===== src/rtl/dec_operand_seq_if.sv =====
// Purpose: bundles the fetch-side handshake, operand-mux select/data and the
// execute-side handshake of the decode operand sequencer.
// Signals:
//   in_valid/in_ready/in_instr      instruction from fetch
//   mux_sel/mux_data                operand mux select and its combinational output
//   out_valid/out_ready             operand bundle handshake to execute
//   out_class/out_opa/out_opb       bundle payload
//   out_illegal                     a needed source index was out of range
// Modports: slave = sequencer side, master = surrounding pipeline side.
interface dec_operand_seq_if #(
    parameter int unsigned DW   = 16,
    parameter int unsigned SELW = 6
);
    logic            in_valid;
    logic            in_ready;
    logic [15:0]     in_instr;
    logic [SELW-1:0] mux_sel;
    logic [DW-1:0]   mux_data;
    logic            out_valid;
    logic            out_ready;
    logic [3:0]      out_class;
    logic [DW-1:0]   out_opa;
    logic [DW-1:0]   out_opb;
    logic            out_illegal;

    modport slave (
        input  in_valid, in_instr, mux_data, out_ready,
        output in_ready, mux_sel, out_valid, out_class, out_opa, out_opb, out_illegal
    );

    modport master (
        output in_valid, in_instr, mux_data, out_ready,
        input  in_ready, mux_sel, out_valid, out_class, out_opa, out_opb, out_illegal
    );
endinterface


===== src/rtl/dec_operand_seq.sv =====
// Purpose: decode-stage sequencer that accepts one instruction, walks the
// operand mux select through the sources its op class needs (one per cycle),
// captures the mux output into operand registers and issues the bundle.
// Ports:
//   clk    system clock, rising edge
//   rst_n  asynchronous active-low reset
//   flush  synchronous pipeline flush, overrides accept and issue handshakes
//   bus    dec_operand_seq_if.slave (fetch handshake, mux select/data, execute handshake)
module dec_operand_seq #(
    parameter int unsigned DW   = 16,
    parameter int unsigned NSRC = 18,
    parameter int unsigned SELW = 6
) (
    input  logic               clk,
    input  logic               rst_n,
    input  logic               flush,
    dec_operand_seq_if.slave   bus
);
    localparam int unsigned CLSW      = 4;
    localparam logic [CLSW-1:0] CLS_ONE  = CLSW'(8);   // first one-source class
    localparam logic [CLSW-1:0] CLS_NONE = CLSW'(12);  // first no-source class
    localparam logic [SELW-1:0] SEL_LIMIT = SELW'(NSRC);

    typedef enum logic [1:0] {
        IDLE  = 2'd0,
        RD_A  = 2'd1,
        RD_B  = 2'd2,
        ISSUE = 2'd3
    } state_t;

    state_t          state_q, state_d;
    logic            up_q;
    logic [CLSW-1:0] cls_q, cls_d;
    logic [SELW-1:0] idx_a_q, idx_a_d;
    logic [SELW-1:0] idx_b_q, idx_b_d;
    logic [DW-1:0]   opa_q, opa_d;
    logic [DW-1:0]   opb_q, opb_d;
    logic            valid_q, valid_d;
    logic            ill_q, ill_d;

    logic [CLSW-1:0] in_cls;
    logic [SELW-1:0] in_a;
    logic [SELW-1:0] in_b;
    logic            in_bad;
    logic            ready;
    logic            accept;
    logic [SELW-1:0] sel;

    // Instruction field decode; only indices the class actually reads are range-checked
    assign in_cls = bus.in_instr[15:12];
    assign in_a   = SELW'(bus.in_instr[11:6]);
    assign in_b   = SELW'(bus.in_instr[5:0]);
    assign in_bad = ((in_cls < CLS_NONE) && (in_a >= SEL_LIMIT)) ||
                    ((in_cls < CLS_ONE)  && (in_b >= SEL_LIMIT));

    // up_q keeps in_ready low until the first clock after reset release
    assign ready  = up_q && (state_q == IDLE);
    assign accept = bus.in_valid && ready;

    // State and registered outputs
    always_ff @(posedge clk or negedge rst_n) begin
        if (!rst_n) begin
            state_q <= IDLE;
            up_q    <= 1'b0;
            cls_q   <= '0;
            idx_a_q <= '0;
            idx_b_q <= '0;
            opa_q   <= '0;
            opb_q   <= '0;
            valid_q <= 1'b0;
            ill_q   <= 1'b0;
        end else begin
            state_q <= state_d;
            up_q    <= 1'b1;
            cls_q   <= cls_d;
            idx_a_q <= idx_a_d;
            idx_b_q <= idx_b_d;
            opa_q   <= opa_d;
            opb_q   <= opb_d;
            valid_q <= valid_d;
            ill_q   <= ill_d;
        end
    end

    // Next-state and registered-output logic
    always_comb begin
        state_d = state_q;
        cls_d   = cls_q;
        idx_a_d = idx_a_q;
        idx_b_d = idx_b_q;
        opa_d   = opa_q;
        opb_d   = opb_q;
        valid_d = valid_q;
        ill_d   = ill_q;

        if (flush) begin
            state_d = IDLE;
            valid_d = 1'b0;
            ill_d   = 1'b0;
            opa_d   = '0;
            opb_d   = '0;
        end else begin
            unique case (state_q)
                IDLE: begin
                    if (accept) begin
                        cls_d   = in_cls;
                        idx_a_d = in_a;
                        idx_b_d = in_b;
                        opa_d   = '0;
                        opb_d   = '0;
                        ill_d   = in_bad;
                        // Illegal or no-source instructions skip the read cycles
                        if (in_bad || (in_cls >= CLS_NONE)) begin
                            state_d = ISSUE;
                            valid_d = 1'b1;
                        end else begin
                            state_d = RD_A;
                        end
                    end
                end
                RD_A: begin
                    opa_d = bus.mux_data;
                    if (cls_q < CLS_ONE) begin
                        state_d = RD_B;
                    end else begin
                        state_d = ISSUE;
                        valid_d = 1'b1;
                    end
                end
                RD_B: begin
                    opb_d   = bus.mux_data;
                    state_d = ISSUE;
                    valid_d = 1'b1;
                end
                ISSUE: begin
                    if (bus.out_ready) begin
                        state_d = IDLE;
                        valid_d = 1'b0;
                    end
                end
                default: begin
                    state_d = IDLE;
                end
            endcase
        end
    end

    // Mux select decodes straight from state so the read happens in the same cycle
    always_comb begin
        sel = '0;
        unique case (state_q)
            RD_A:    sel = idx_a_q;
            RD_B:    sel = idx_b_q;
            default: sel = '0;
        endcase
    end

    assign bus.in_ready    = ready;
    assign bus.mux_sel     = sel;
    assign bus.out_valid   = valid_q;
    assign bus.out_class   = cls_q;
    assign bus.out_opa     = opa_q;
    assign bus.out_opb     = opb_q;
    assign bus.out_illegal = ill_q;
endmodule


===== src/flat_wrapper.sv =====
// flat-port wrapper written by rule: the top's interface ports become plain ports
module dec_operand_seq_flat 
#(
    parameter int unsigned DW   = 16,
    parameter int unsigned NSRC = 18,
    parameter int unsigned SELW = 6
)
  (clk, rst_n, flush, bus_in_valid, bus_in_instr, bus_mux_data, bus_out_ready, bus_in_ready, bus_mux_sel, bus_out_valid, bus_out_class, bus_out_opa, bus_out_opb, bus_out_illegal);
  dec_operand_seq_if #(.DW(DW), .SELW(SELW)) bus_i ();
  input  logic clk;
  input  logic rst_n;
  input  logic flush;
  input wire logic [$bits(bus_i.in_valid)-1:0] bus_in_valid;
  input wire logic [$bits(bus_i.in_instr)-1:0] bus_in_instr;
  input wire logic [$bits(bus_i.mux_data)-1:0] bus_mux_data;
  input wire logic [$bits(bus_i.out_ready)-1:0] bus_out_ready;
  output wire logic [$bits(bus_i.in_ready)-1:0] bus_in_ready;
  output wire logic [$bits(bus_i.mux_sel)-1:0] bus_mux_sel;
  output wire logic [$bits(bus_i.out_valid)-1:0] bus_out_valid;
  output wire logic [$bits(bus_i.out_class)-1:0] bus_out_class;
  output wire logic [$bits(bus_i.out_opa)-1:0] bus_out_opa;
  output wire logic [$bits(bus_i.out_opb)-1:0] bus_out_opb;
  output wire logic [$bits(bus_i.out_illegal)-1:0] bus_out_illegal;
  assign bus_i.in_valid = bus_in_valid;
  assign bus_i.in_instr = bus_in_instr;
  assign bus_i.mux_data = bus_mux_data;
  assign bus_i.out_ready = bus_out_ready;
  assign bus_in_ready = bus_i.in_ready;
  assign bus_mux_sel = bus_i.mux_sel;
  assign bus_out_valid = bus_i.out_valid;
  assign bus_out_class = bus_i.out_class;
  assign bus_out_opa = bus_i.out_opa;
  assign bus_out_opb = bus_i.out_opb;
  assign bus_out_illegal = bus_i.out_illegal;
  dec_operand_seq #(.DW(DW), .NSRC(NSRC), .SELW(SELW)) u_core (.clk(clk), .rst_n(rst_n), .flush(flush), .bus(bus_i));
endmodule

===== config.mk =====
export PLATFORM = sky130hd
export DESIGN_NAME = dec_operand_seq_flat
export DESIGN_NICKNAME = d
export VERILOG_FILES = /design/src/rtl/dec_operand_seq_if.sv /design/src/rtl/dec_operand_seq.sv /design/src/flat_wrapper.sv
export SDC_FILE = /design/constraint.sdc
export NUM_CORES = 1
export LEC_CHECK = 0
export ABC_AREA = 1
export ABC_CLOCK_PERIOD_IN_PS = 4300
export BUFFER_PORTS_ARGS = -buffer_cell sky130_fd_sc_hd__buf_2
export CAP_MARGIN = 20
export CORE_MARGIN = 10
export CORE_UTILIZATION = 38
export CTS_BUF_LIST = sky130_fd_sc_hd__clkbuf_8
export DETAILED_ROUTE_END_ITERATION = 16
export PLACE_DENSITY = 0.73
export SKIP_LAST_GASP = 1
export SYNTH_ARGS = -nofsm -noshare
export SYNTH_HDL_FRONTEND = slang
export SYNTH_SLANG_ARGS = --single-unit

===== constraint.sdc =====
create_clock -name clk -period 4.3 [get_ports clk]
set_clock_uncertainty 0.1 [all_clocks]
set_input_delay 0.86 -clock clk [delete_from_list [all_inputs] [get_ports clk]]
set_output_delay 0.86 -clock clk [all_outputs]
set_load 0.01 [all_outputs]

==> out/metrics.yaml, run 1 <==
outcome: "finished, final reports clean"
clk_latency_ps: 290
globalplace.congestion: 0.7594
post_cts_resized: 0
start_util_pct: 38.98
slew_violations: 0
num_rows: 29
avgSynthCellArea_um2: 9.394
drive_above_1_share_pct: 32.94
n_antenna_cell: 0
synth_enable_flop_cells: 0
period_share_pct: 59.65
nFillCells: 626
cts.htree.levels: 2
yosys.area.top_type_share_pct: 53.89
max_freq_mhz: 389.9
grt_util_all_layers_pct: 11.92
worstSetupPathType: "reg -> out"
startpoint_type: "register"
reg2regPathDepth: 4
timing.rr.start: "u_core.state_q[0]"
cp-startpoint: "u_core.state_q[1]"
power_density_nw_per_um2: 578.2
r2r-end: "u_core.bus.out_opa[15]"
antenna_found_initial: 0
vias_per_cell: 4.679
crit_arrival_ps: 1600
multiInputGateArea_um2: 949.7
port_buffers: 81
syn_area_um2: 2461
syn_inst: 262
synth-seq-area-share_pct: 53.89
finalPower_uw: 1749
seqCellArea_um2: 1326
root_buffer: "clkbuf_8"
post-route-min-period_ps: 2565
setup_tns_ps: 0
core_area_um2: 6314
cts_buffers: 5
drt_iter0_drc: 74
dp_hpwl_um: 4426
hold_viol: 0
worstPathRequired_ps: 3340
synth_top_cell_by_area: "dfrtp_1"
syn_nets: 304
hold_path_class: "reg -> reg"
tritoncts: "yes"
hold_buffers: 0
setup_viol: 0
overflow: 0
die_x_um: 100.5
grt_max_degree: 54
finalHoldWorstSlack_ps: 384.4
fp.dieArea_um2: 10100
yosysMostFrequentCell: "nand2_1"
wl_per_cell_um: 14.19
area_delta_synth_final_pct: 22.93
cts_buffer_depth: 2
cts_setup_buffers: 0
ys_types: 24
synth-warning-count: 0
cp_max_fo: 8
die_h_um: 100.5
synthArstFlopShare_pct: 100.0
slew_headroom_pct: 29.68
remaining_drc_errors: 0
grt_setup_unrepaired: "false"
dp.cells: 409
endpoint_kind: "output port"
yosys-top-cells-area: "dfrtp_1 54%, nand2_1 9.8%, o21ai_0 7.9%"
num_io_pins: 82
ys_ff_latch: 53
grt_pass1_vias: 2089
cp-endpoint: "bus_mux_sel[3]"
worst_pin_slew_ps: 1055
r2r_setup_slack_ps: 2030
nets: 381
cts.sink_count: 53
dr.pass1.iters: 4
synthTopCellsByCount: "64 x nand2_1, 53 x dfrtp_1, 39 x o21ai_0, 29 x inv_1, 18 x nand3_1"
synthFlopType: "dfrtp_1"
maxCapViolations: 0
final_util_pct: 47.92
routed_wl_um: 5917
path_clk_slew_ps: 90
grt_pass1_wl_um: 9991
p_leak_uw: 0.001592
instances_no_fill: 417
vias: 1951
peakVddDrop_mv: 0.3227
ant_nets: 0
==> cells in the final DEF, fill, tap and decap left out <==
cell        count
nor2_2          1
conb_1          1
nor3_1          1
dfrtp_1        53
nor2_4          2
o21ai_1         2
clkinvlp_4      1
nand4_1         2
o21ai_0        39
o31ai_4         1
inv_2           3
bufinv_16       1
nand2_2         2
buf_4           1
mux2_4         12
a21oi_1         8
ha_1            5
clkbuf_8        6
nor2_1          5
buf_2          81
o21bai_1        1
a22oi_4         1
inv_1          29
nand2_1        64
nand3_1        18
==> power breakdown <==
group	internal, uW	switching (uW)	leakage [uW]	total, uW
clock	189	161	0.0000574	351
sequential	645	92.1	0.000697	737
combinational	268	394	0.000838	662
==> how the worst min path moves through the flow <==
stage | end | slack [ps] | depth (start not counted) | from
global route | u_core.bus.out_valid | 440 | 2 | u_core.bus.out_valid
CTS | u_core.bus.out_valid | 390 | 2 | u_core.bus.out_valid
global placement | u_core.bus.out_opa[14] | 360 | 2 | u_core.bus.out_opa[14]
finish | u_core.bus.out_valid | 380 | 2 | u_core.bus.out_valid
detailed placement | u_core.bus.out_valid | 360 | 2 | u_core.bus.out_valid
floorplan | u_core.idx_a_q[1] | 350 | 2 | u_core.idx_a_q[1]
==> sequential cells by signal, summed over array words and instances, names as in the netlist <==
register and flops:
u_core.bus.out_illegal 1, u_core.idx_a_q 6, u_core.state_q 2, u_core.bus.out_opb 16, u_core.idx_b_q 6, u_core.bus.out_class 4, u_core.bus.out_opa 16, u_core.bus.out_valid 1
u_core.up_q 1
==> through the flow <==
step	setup WS, ps	area [um2]
after floorplan	2255	2461
after global placement	1970	2905
after detailed placement	1853	2905
after CTS	1711	3025
after global routing	1572	3025
final	1735	3025
==> area by class of cell <==
type                            count  area share (%)
Sequential cell                    53           43.84
Multi-Input combinational cell    165           31.39
Timing Repair Buffer               82           13.65
Inverter                           32           3.970
Tap cell                           77           3.184
Clock buffer                        6           2.730
Clock inverter                      2           1.241
==> metal layers <==
layer	GRT usage (%)	vias up	share of wire (%)
met4	3.804	0	0.37
met1	15.02	907	46
met2	18.35	52	44
met3	4.595	2	8.8
li1	-	990	-
met5	0	-	0
==> worst max-delay path: stages (launching register included) <==
cell     delay [ps]
dfrtp_1         420
inv_1           120
ha_1            370
nand2_1          90
a21oi_1         160
buf_2           150
==> kinds of logic after synthesis <==
logic type	share of synthesized area [%]
simple gates	16.57
other cells	0.1524
compound gates	11.64
fa+ha+maj	2.542
mux	7.321
buf+inv	7.879
flops	53.89
No activity file was read; power rests on OpenSTA's default activity.
==> run 2: changes to the inputs <==
ABC_CLOCK_PERIOD_IN_PS = 2200   (was 4300)
PLACE_DENSITY = 0.75   (was 0.73)
clock period = 2.2 ns   (was 4.3 ns; I/O delays follow)
==> run 2 against run 1 <==
  * Sequential power up 94%
  * Worst hold slack got worse by 360 ps
  * Clock power up 60%
  * Sequential share of layout area shrank 1.5 points
  * Clock-buffer cell count fell by 1
  * Total power up 98%
  * Utilization is 1.7 points higher
  * Global-route usage rose by 0.093 points
==> out/metrics.yaml, run 2 (synthesis gave the netlist of run 1 again) <==
outcome: "finished, final reports clean"
num_rows: 29
max_freq_mhz: 478.7
final_common_cell: "buf_2"
endpoint_kind: "output port"
nets: 387
dp_slack_ps: 259.0
peakVddDrop_mv: 0.5319
vias: 1996
slowest_stage: "dfrtp_2"
cts_buffers: 5
antenna_found_initial: 0
startpoint_type: "register"
remaining_drc_errors: 0
worstPathRequired_ps: 1660
timing.rr.start: "u_core.state_q[0]"
met1_usage_pct: 14.62
die_h_um: 100.5
grt_setup_unrepaired: "false"
placed_area_um2: 2998
final_util_pct: 49.62
num_io_pins: 82
routed_wl_um: 6082
vias_per_cell: 4.719
cp_slowest_stage_delay_ps: 430
r2r_setup_slack_ps: 270
grt_util_all_layers_pct: 12.01
cts_buffer_depth: 2
n_antenna_cell: 0
clk_latency_ps: 300
dr.pass1.iters: 5
post-route-min-period_ps: 2089
grt_busiest_layer: "met2"
path_clk_slew_ps: 110
core_area_um2: 6314
tritoncts: "yes"
ant_nets: 0
setup_tns_ps: 0
cp_max_fo: 7
hold_viol: 0
maxCapViolations: 0
worst_slack_ps: 110.9
area_delta_synth_final_pct: 27.30
grt_pass1_wl_um: 10250
critical_path.cell_chain: "inv_1 -> ha_1 -> inv_1 -> a21oi_1 -> buf_2"
port_buffers: 81
met3_usage_pct: 4.458
setup_viol: 0
crit_top_cell: "inv_1"
power_density_nw_per_um2: 1108
globalplace.congestion: 0.8965
drt_iter0_drc: 65
reg2regPathDepth: 9
dp_hpwl_um: 4612
grt.met2_usage_pct: 19.78
grt_max_degree: 54
slew_violations: 0
wl_per_cell_um: 14.38
die_x_um: 100.5
r2r-end: "u_core.bus.out_class[0]"
p_leak_uw: 0.001631
fp.dieArea_um2: 10100
period_share_pct: 94.96
hold_path_class: "in -> async"
crit_arrival_ps: 1550
finalHoldWorstSlack_ps: 20.34
root_buffer: "clkbuf_8"
final_area_um2: 3133
worstSetupPathType: "reg -> out"
overflow: 0
grt_pass1_vias: 2190
cp-startpoint: "u_core.state_q[0]"
cts.sink_count: 53
start_util_pct: 38.98
drive_above_1_share_pct: 34.97
cts.htree.levels: 2
layout_common_cells: "81 x buf_2, 64 x nand2_1, 52 x dfrtp_1"
==> run 2: cell types whose count changed in the layout (fill, tap and decap cells not counted), sizes merged <==
cell / change
buf: +6
bufinv: -1
clkbuf: -1
clkinv: +1
inv: +1
==> run 2: final cells by class <==
class | count | area [um2]
well taps | 77 | 96.34
fillers | 608 | 3181
repair buffers | 88 | 520.5
clock inverters | 3 | 25.02
clock buffers | 5 | 68.82
inverters | 32 | 120.1
multi-input cells | 165 | 974.7
flip-flops and latches | 53 | 1328
==> run 2: stage by stage <==
step | total power [uW] | std cells
3_3_place_gp | 2839 | 413
4_1_cts | 3467 | 421
6_report | 3470 | 423
5_1_grt | 3765 | 423
3_5_place_dp | 2886 | 413
2_1_floorplan | 2329 | 262
==> run 2: worst max path at each step <==
stage	endpoint	slack (ps)	depth (start not counted)
after floorplan	u_core.bus.out_class[2]	420	9
after global placement	u_core.idx_b_q[0]	350	9
after detailed placement	u_core.bus.out_class[0]	260	9
after CTS	bus_mux_sel[5]	10	5
after global routing	bus_mux_sel[5]	7	5
final	bus_mux_sel[5]	110	5
==> run 2: metal layers <==
layer | part of all wire (%) | wire, um | vias up
li1 | - | - | 1003
met1 | 44 | 2665 | 927
met2 | 47 | 2874 | 62
met3 | 8.3 | 503 | 4
met4 | 0.62 | 38 | 0
met5 | 0 | 0 | -
==> run 2: repair_timing <==
| item | CTS | global route |
|---|---|---|
| endpoints found under the hold margin | 0 | 0 |
| gates resized for setup | 2 | 3 |
| setup buffers | 0 | 2 |
| setup endpoints to repair | 3 | 6 |
| hold buffers | 0 | 0 |
==> run 2: critical path, delay by kind of cell (launching register included) <==
family / cells / cell delay (ps)
compound gates: 1 / 80
buf+inv: 3 / 490
fa+ha+maj: 1 / 260
flops: 1 / 430
==> run 2: power by group <==
| group | switching [uW] | internal [uW] |
|---|---|---|
| logic | 819 | 655 |
| registers | 173 | 1260 |
| clock network | 331 | 230 |
==> run 3: changes to the inputs <==
CORE_UTILIZATION = 30   (was 38)
PLACE_DENSITY = 0.64   (was 0.75)
==> run 3 against run 2 <==
  * Clock power is 2% higher
  * Combinational power shrank 6%
  * Global-route usage decreased by 1.6 points
  * First-iteration DRC count increased by 38%
  * Setup slack worse by 61 ps
  * Total power fell by 2.4%
  * Sequential power hardly changed
  * Cell area fell by 1.0%
  * Via count is 1.3% higher
  * Register-to-register slack lost 20 ps
  * Routed wire length grew 5.1%
  * Largest cell class unchanged
  * Largest power group is now sequential cells
==> out/metrics.yaml, run 3 (synthesis gave the netlist of run 1 again) <==
cp_max_fo: 8
cp_slowest_stage_delay_ps: 430
path_clk_slew_ps: 100
grt_pass1_vias: 2073
hold_viol: 0
antenna_found_initial: 0
wl_per_cell_um: 14.33
n_antenna_cell: 0
fp.dieArea_um2: 12230
placed_area_um2: 3004
grt_max_degree: 33
finalPower_uw: 3387
dp_slack_ps: 239.8
worst_slack_ps: 50.05
outcome: "finished, final reports clean"
critical_path.cell_chain: "inv_1 -> ha_2 -> nand2_1 -> a21oi_1 -> buf_2"
vias_per_cell: 4.531
dp_hpwl_um: 4817
power_density_nw_per_um2: 1092
overflow: 0
worstPathRequired_ps: 1660
area_delta_synth_final_pct: 26.03
final_common_cell: "buf_2"
final_util_pct: 39.52
maxCapViolations: 0
worst_pin_slew_ps: 529.8
globalplace.congestion: 0.8124
core_area_um2: 7848
r2r_setup_slack_ps: 250
grt_setup_unrepaired: "true"
die_h_um: 110.6
num_io_pins: 82
clk_latency_ps: 300
worstSetupPathType: "reg -> out"
start_util_pct: 31.36
cts.htree.levels: 2
ant_nets: 0
period_share_pct: 97.73
nets: 385
cts_buffers: 5
cp_num_buf_inv: 2
cp_top_family: "flip-flops"
cts.sink_count: 53
slew_headroom_pct: 64.68
peakVddDrop_mv: 0.4218
grt_pass1_wl_um: 10790
die_x_um: 110.6
r2r-end: "u_core.bus.out_valid"
cts_buffer_depth: 2
post-route-min-period_ps: 2150
tritoncts: "yes"
num_rows: 32
endpoint_kind: "output port"
routed_wl_um: 6391
crit_arrival_ps: 1610
final_area_um2: 3102
setup_viol: 0
timing.rr.start: "u_core.state_q[0]"
hold_path_class: "in -> async"
drive_above_1_share_pct: 34.59
port_buffers: 81
layout_common_cells: "81 x buf_2, 64 x nand2_1, 52 x dfrtp_1"
slew_violations: 0
slowest_stage: "dfrtp_1"
root_buffer: "clkbuf_8"
remaining_drc_errors: 0
startpoint_type: "register"
dr.pass1.iters: 4
drt_iter0_drc: 90
max_freq_mhz: 465.1
vias: 2021
p_leak_uw: 0.001602
cts_setup_buffers: 0
reg2regPathDepth: 11
grt_util_all_layers_pct: 10.42
run 3: cell type report:
type | count | area [um2]
fill | 809 | 4746
sequential | 53 | 1328
multi-input combinational | 165 | 954.7
timing repair buffer | 86 | 480.5
tap | 102 | 127.6
inverter | 32 | 120.1
clock buffer | 5 | 68.82
clock inverter | 3 | 22.52
run 3: worst max path at each step:
| stage | from | end | slack [ps] | cells after the start |
|---|---|---|---|---|
| 2_1_floorplan | u_core.state_q[0] | u_core.bus.out_class[2] | 420 | 9 |
| 3_3_place_gp | u_core.state_q[1] | u_core.state_q[0] | 290 | 6 |
| 3_5_place_dp | u_core.state_q[1] | u_core.state_q[0] | 240 | 6 |
| 4_1_cts | u_core.state_q[0] | bus_mux_sel[3] | 30 | 5 |
| 5_1_grt | u_core.state_q[1] | bus_mux_sel[3] | -8 | 5 |
| 6_report | u_core.state_q[1] | bus_mux_sel[3] | 50 | 5 |
run 3: per-layer routing:
layer  GRT usage, %  vias up  share of wire [%]
li1               -      998                  -
met1          14.24      960                 49
met2          15.65       57                 45
met3          3.187        6                5.8
met4          2.332        0               0.81
met5              0        -                  0
run 3: report_power, final:
part | switching (uW) | leakage [uW] | internal (uW)
Combinational | 794 | 0.000870 | 585
Sequential | 178 | 0.000696 | 1260
Clock | 345 | 0.0000364 | 224
run 3: what timing repair did:
| item | 4_1_cts | 5_1_grt |
|---|---|---|
| hold buffers | 0 | 0 |
| setup endpoints to repair | 6 | 6 |
| gates resized for setup | 2 | 1 |
run 3: worst reg2reg max path, stage by stage (launching register included):
cell and delay (ps):
dfrtp_2 470, inv_1 140, ha_1 260, nand2_1 90, inv_2 60, nand2_2 80
nand2_1 140, o21ai_1 150, nor2_1 190, nand2_1 80, nand2_1 50, nand2_1 50
run 3: metrics by stage:
stage                     hold WS [ps]  cells  TNS, ps
after global placement           357.2    438        0
after global routing             24.79    446   -7.551
after floorplan                  44.41    262        0
after CTS                        9.276    446        0
final                          0.09803    446        0
after detailed placement         355.3    438        0
